==> src/rtl/panel_debounce.sv <==
// panel_debounce: synchronise, debounce and edge-detect WIDTH asynchronous front-panel inputs.
// Latency: SYNC_STAGES + (STABLE-1)*DIV to SYNC_STAGES-1 + STABLE*DIV clocks from input change to out/rise/fall.
// Backpressure: none; rise/fall are single-clock pulses and consumers must sample them every clock.
//
// Ports:
//   clk      system clock
//   reset_n  asynchronous active-low reset
//   in       raw asynchronous inputs, one bit per channel
//   out      debounced level, or push-on/push-off state for TOGGLE channels
//   rise     one-clock pulse on each accepted 0->1
//   fall     one-clock pulse on each accepted 1->0
//   tick     sample strobe, high one clock in every DIV
module panel_debounce #(
    parameter int               WIDTH       = 4,
    parameter int               DIV         = 1000,
    parameter int               STABLE      = 4,
    parameter int               SYNC_STAGES = 2,
    parameter logic [WIDTH-1:0] INVERT      = '0,
    parameter logic [WIDTH-1:0] TOGGLE      = '0
) (
    input  logic             clk,
    input  logic             reset_n,
    input  logic [WIDTH-1:0] in,
    output logic [WIDTH-1:0] out,
    output logic [WIDTH-1:0] rise,
    output logic [WIDTH-1:0] fall,
    output logic             tick
);

    localparam int PW = $clog2(DIV);
    localparam int CW = $clog2(STABLE + 1);
    localparam logic [PW-1:0] PRESC_LAST = PW'(DIV - 1);
    localparam logic [CW-1:0] CNT_LAST   = CW'(STABLE - 1);

    // ------------------------------------------------------------------
    // Synchroniser chain; stage 0 samples the raw pins.
    // ------------------------------------------------------------------
    logic [WIDTH-1:0] sync_q [SYNC_STAGES];
    logic [WIDTH-1:0] s;

    always_ff @(posedge clk or negedge reset_n) begin
        if (!reset_n) begin
            for (int k = 0; k < SYNC_STAGES; k++) begin
                sync_q[k] <= '0;
            end
        end else begin
            sync_q[0] <= in;
            for (int k = 1; k < SYNC_STAGES; k++) begin
                sync_q[k] <= sync_q[k-1];
            end
        end
    end

    // Inversion happens after synchronisation so active-low keys read as 1 when pressed.
    assign s = sync_q[SYNC_STAGES-1] ^ INVERT;

    // ------------------------------------------------------------------
    // Sample-tick prescaler.
    // ------------------------------------------------------------------
    logic [PW-1:0] presc_q, presc_d;

    assign tick    = (presc_q == PRESC_LAST);
    assign presc_d = tick ? '0 : presc_q + PW'(1);

    always_ff @(posedge clk or negedge reset_n) begin
        if (!reset_n) begin
            presc_q <= '0;
        end else begin
            presc_q <= presc_d;
        end
    end

    // ------------------------------------------------------------------
    // Per-channel stability counters, accepted state, pulses and toggle state.
    // ------------------------------------------------------------------
    logic [WIDTH-1:0][CW-1:0] cnt_q, cnt_d;
    logic [WIDTH-1:0]         stable_q, stable_d;
    logic [WIDTH-1:0]         rise_q, rise_d;
    logic [WIDTH-1:0]         fall_q, fall_d;
    logic [WIDTH-1:0]         tog_q, tog_d;

    always_comb begin
        cnt_d    = cnt_q;
        stable_d = stable_q;
        tog_d    = tog_q;
        rise_d   = '0;
        fall_d   = '0;
        for (int i = 0; i < WIDTH; i++) begin
            if (tick) begin
                if (s[i] == stable_q[i]) begin
                    // Any agreeing sample restarts the run, which is what rejects glitches.
                    cnt_d[i] = '0;
                end else if (cnt_q[i] == CNT_LAST) begin
                    stable_d[i] = s[i];
                    cnt_d[i]    = '0;
                    rise_d[i]   = s[i];
                    fall_d[i]   = ~s[i];
                    if (TOGGLE[i] && s[i]) begin
                        tog_d[i] = ~tog_q[i];
                    end
                end else begin
                    cnt_d[i] = cnt_q[i] + CW'(1);
                end
            end
        end
    end

    always_ff @(posedge clk or negedge reset_n) begin
        if (!reset_n) begin
            cnt_q    <= '0;
            stable_q <= '0;
            rise_q   <= '0;
            fall_q   <= '0;
            tog_q    <= '0;
        end else begin
            cnt_q    <= cnt_d;
            stable_q <= stable_d;
            rise_q   <= rise_d;
            fall_q   <= fall_d;
            tog_q    <= tog_d;
        end
    end

    // Toggle channels present their flip-flop state; the rest present the debounced level.
    assign out  = (TOGGLE & tog_q) | (~TOGGLE & stable_q);
    assign rise = rise_q;
    assign fall = fall_q;

endmodule
==> config.mk <==
export PLATFORM = sky130hd
export DESIGN_NAME = panel_debounce
export DESIGN_NICKNAME = d
export VERILOG_FILES = /design/src/rtl/panel_debounce.sv
export SDC_FILE = /design/constraint.sdc
export NUM_CORES = 1
export LEC_CHECK = 0
export CELL_PAD_IN_SITES_DETAIL_PLACEMENT = 1
export CELL_PAD_IN_SITES_GLOBAL_PLACEMENT = 1
export CORE_MARGIN = 8
export CORE_UTILIZATION = 43
export DETAILED_ROUTE_END_ITERATION = 12
export PLACE_DENSITY = 0.8
export SYNTH_ARGS = -nofsm -noshare
export SYNTH_HDL_FRONTEND = slang
export SYNTH_SLANG_ARGS = --single-unit
==> constraint.sdc <==
create_clock -name clk -period 2.15 [get_ports clk]
set_input_delay 0.645 -clock clk [delete_from_list [all_inputs] [get_ports clk]]
set_output_delay 0.645 -clock clk [all_outputs]
set_load 0.1 [all_outputs]
==> metrics <==
status=completed; largest net degree at the start of global routing=27; CTS sink cnt=42; endpoints failing setup=0; Post-route DRC=0; hold violation count in the final report=0; htree depth=2; asr flop ratio synth=1.00; Pint=1.16 mW; ANT cells=0; worst setup path startpoint=presc_q[4]; antenna violations before repair=0; CP Capture Point=tick; pwr dens=666 nW/um^2; Pleak=approximately 1.0 nW; Crit path largest cell delay=440 ps; r2r setup slk=440 ps; critical path launch point type=flip-flop; Slew Limit Fails=0; largest family of logic cells by synthesized area=simple AND/OR/NAND/NOR gates; Gate power share=0.025; crit path max-delay cell type=dfrtp_1; Die ar.=6380 sq um; kind of critical path=reg2out; drt total wl=3910 um; Die Height=79.9 um; #FFs+latches synth=42; Final ANT Viol Nets=0; vias per cell=5.31; worst setup margin=just under 60 ps; HPWL after detailed placement=2760 um; GR Overflow Total=0; largest area contributor in the netlist=dfrtp_1; post-synthesis xor/xnor area fraction=0.0450; clk slew on worst S/H paths=80 ps; Compound-Gate Fraction of Synth Area=0.0700; vias=1264; clock power share=0.421; Mean Syn Cell Area=~11 sq um; Die Wd=79.9 um; post-DR wirelength/cell=roughly 16 um; Final Skew=between 10 and 15 ps; clk_lat worst skew=about 300 ps; total global-route track usage=0.132; WP buf/inv=2; fmax=478 MHz; Clock Tree Root=clkbuf_8; share of Yosys cell area claimed by the top area cell type=0.600; Final Cycle Share=0.973; First DRT Iteration DRCs=60; top-count cell post-synth=dfrtp_1; DRT Pass-1 Iters=4; Flop pwr share=0.555; CP endpoint kind=primary output; Initial Utilization=0.441; cells after synthesis=158; number of max-cap violations=0; layout cells sized above 1=0.191; vias in the first global route=approximately 1.4k; CP Data Arrival Time=1450 ps; worst hold slack=334 ps; I/O pin count=19; Area Overhead vs Synth=23.9%; synthesized net count=169; number of flops mapped to enable cells by yosys=0; Tightest Pin Transition=578 ps; R2R depth=5; Final #Nets=198; Placement Setup Slack=127 ps; multiplexer share of the synthesized area=0.00642; simple-gate share of the synthesized area=0.216; first-pass GRT wire length=6410 um; Tmin final=about 2100 ps; hold buffers post-CTS=0; Net Sw Frac=0.200; Worst path top cell family by delay=simple AND/OR/NAND/NOR gates; Syn. warnings=0; top post-synthesis cells by area=dfrtp_1 60%, nand2_1 4.9%, nor2_1 3.6%; Clock Path Buffers=2; Slew HR=0.615; row cnt=23; Seq/Total Area, Yosys=0.600; CTS Buf Count=5; cells along the critical path=and4bb_1 -> nand3_2 -> inv_4 -> buf_12; Worst Path Max Fanout=5; Syn Std Cell Area=roughly 1800 sq um; Critical R2R Capture=rise[1]; Min-Delay Path Class=in2async; adder-cell share of the synthesized area=0.0357; CTS tree=built; port buffer count=18; Synth top cells by count=42 x dfrtp_1, 23 x nand2_1, 17 x nor2_1; Worst R2R Start=presc_q[4]; core footprint=3970 sq um; CP required=1500 ps; Primary FF master, synth=dfrtp_1; post-synthesis cell type count=28; Max VDD drop=approximately 670 uV; Switch Pwr=0.290 mW; RD Place Congestion=0.775; Crit. path cell count=4
cells in the final DEF, fill, tap and decap left out, types with 2 or more instances in the layout:
| master | synthesis | layout |
|---|---|---|
| o31ai_1 | 4 | 4 |
| and3_1 | 4 | 4 |
| xnor2_1 | 5 | 5 |
| buf_12 | 0 | 5 |
| clkbuf_8 | 0 | 5 |
| nor4b_2 | 4 | 4 |
| nor4_1 | 4 | 4 |
| a21oi_1 | 5 | 5 |
| dfrtp_1 | 42 | 42 |
| clkdlybuf4s50_1 | 0 | 4 |
| o21ai_1 | 7 | 7 |
| nand3_1 | 6 | 5 |
| o21ai_0 | 2 | 2 |
| nand4_1 | 2 | 2 |
| and2_1 | 3 | 3 |
| clkbuf_1 | 0 | 2 |
| ha_1 | 5 | 5 |
| nand2_1 | 23 | 23 |
| xor2_1 | 4 | 4 |
| nor2_1 | 17 | 17 |
| inv_1 | 8 | 8 |
| buf_4 | 0 | 15 |
worst min path at each step:
stage	endpoint	slack [ps]	depth (start not counted)
finish	s[2]	330	1
global route	out[1]	370	1
CTS	out[1]	350	1
detailed placement	s[2]	340	0
global placement	s[0]	330	0
floorplan	s[0]	330	0
layout make-up:
cell class	instances	area (sq um)
multi-input cells	104	658
flip-flops and latches	42	1050
inverters	9	36.3
repair buffers	25	258
clock buffers	7	76.3
well taps	50	62.6
fillers	427	1800
clock inverters	1	30.0
cell families after synthesis:
family / after synthesis
compound gates: 21
mux: 1
flops: 42
xor+xnor: 9
fa+ha+maj: 5
buf+inv: 12
simple gates: 68
registers in the layout (all words and copies together), names as in the netlist:
signal	count
out	4
rise	4
cnt_q	12
fall	4
sync_q	4
presc_q	10
s	4
power groups by stage:
stage          combinational, mW  clock, mW  sequential [mW]
3_3_place_gp              0.0352          0            0.817
2_1_floorplan            0.00964          0            0.817
6_report                  0.0358      0.608            0.802
3_5_place_dp              0.0371          0            0.818
4_1_cts                   0.0373      0.627            0.802
5_1_grt                   0.0413      0.658            0.803
metrics by stage:
step	std cells	total power [mW]	utilization	cell area, sq um	TNS (ps)
floorplan	158	0.827	-	1750	0
global placement	226	0.853	0.511	2030	0
detailed placement	226	0.855	0.511	2030	0
CTS	236	1.47	0.542	2150	0
global route	238	1.50	0.547	2170	-11.4
finish	238	1.45	0.547	2170	0
routing by layer:
metal | vias up | global-route usage | routed length (um)
li1 | 598 | - | -
met1 | 643 | 0.133 | 1540
met2 | 17 | 0.239 | 2140
met3 | 6 | 0.0462 | 175
met4 | 0 | 0.0564 | 55
met5 | - | 0 | 0
timing repair:
action	in CTS	in global routing
pin swaps	0	1
buffers inserted	2	2
setup endpoints to repair	1	1
endpoints found under the hold margin	0	0
resized for setup	1	1
(Power assumes the default switching activity.)
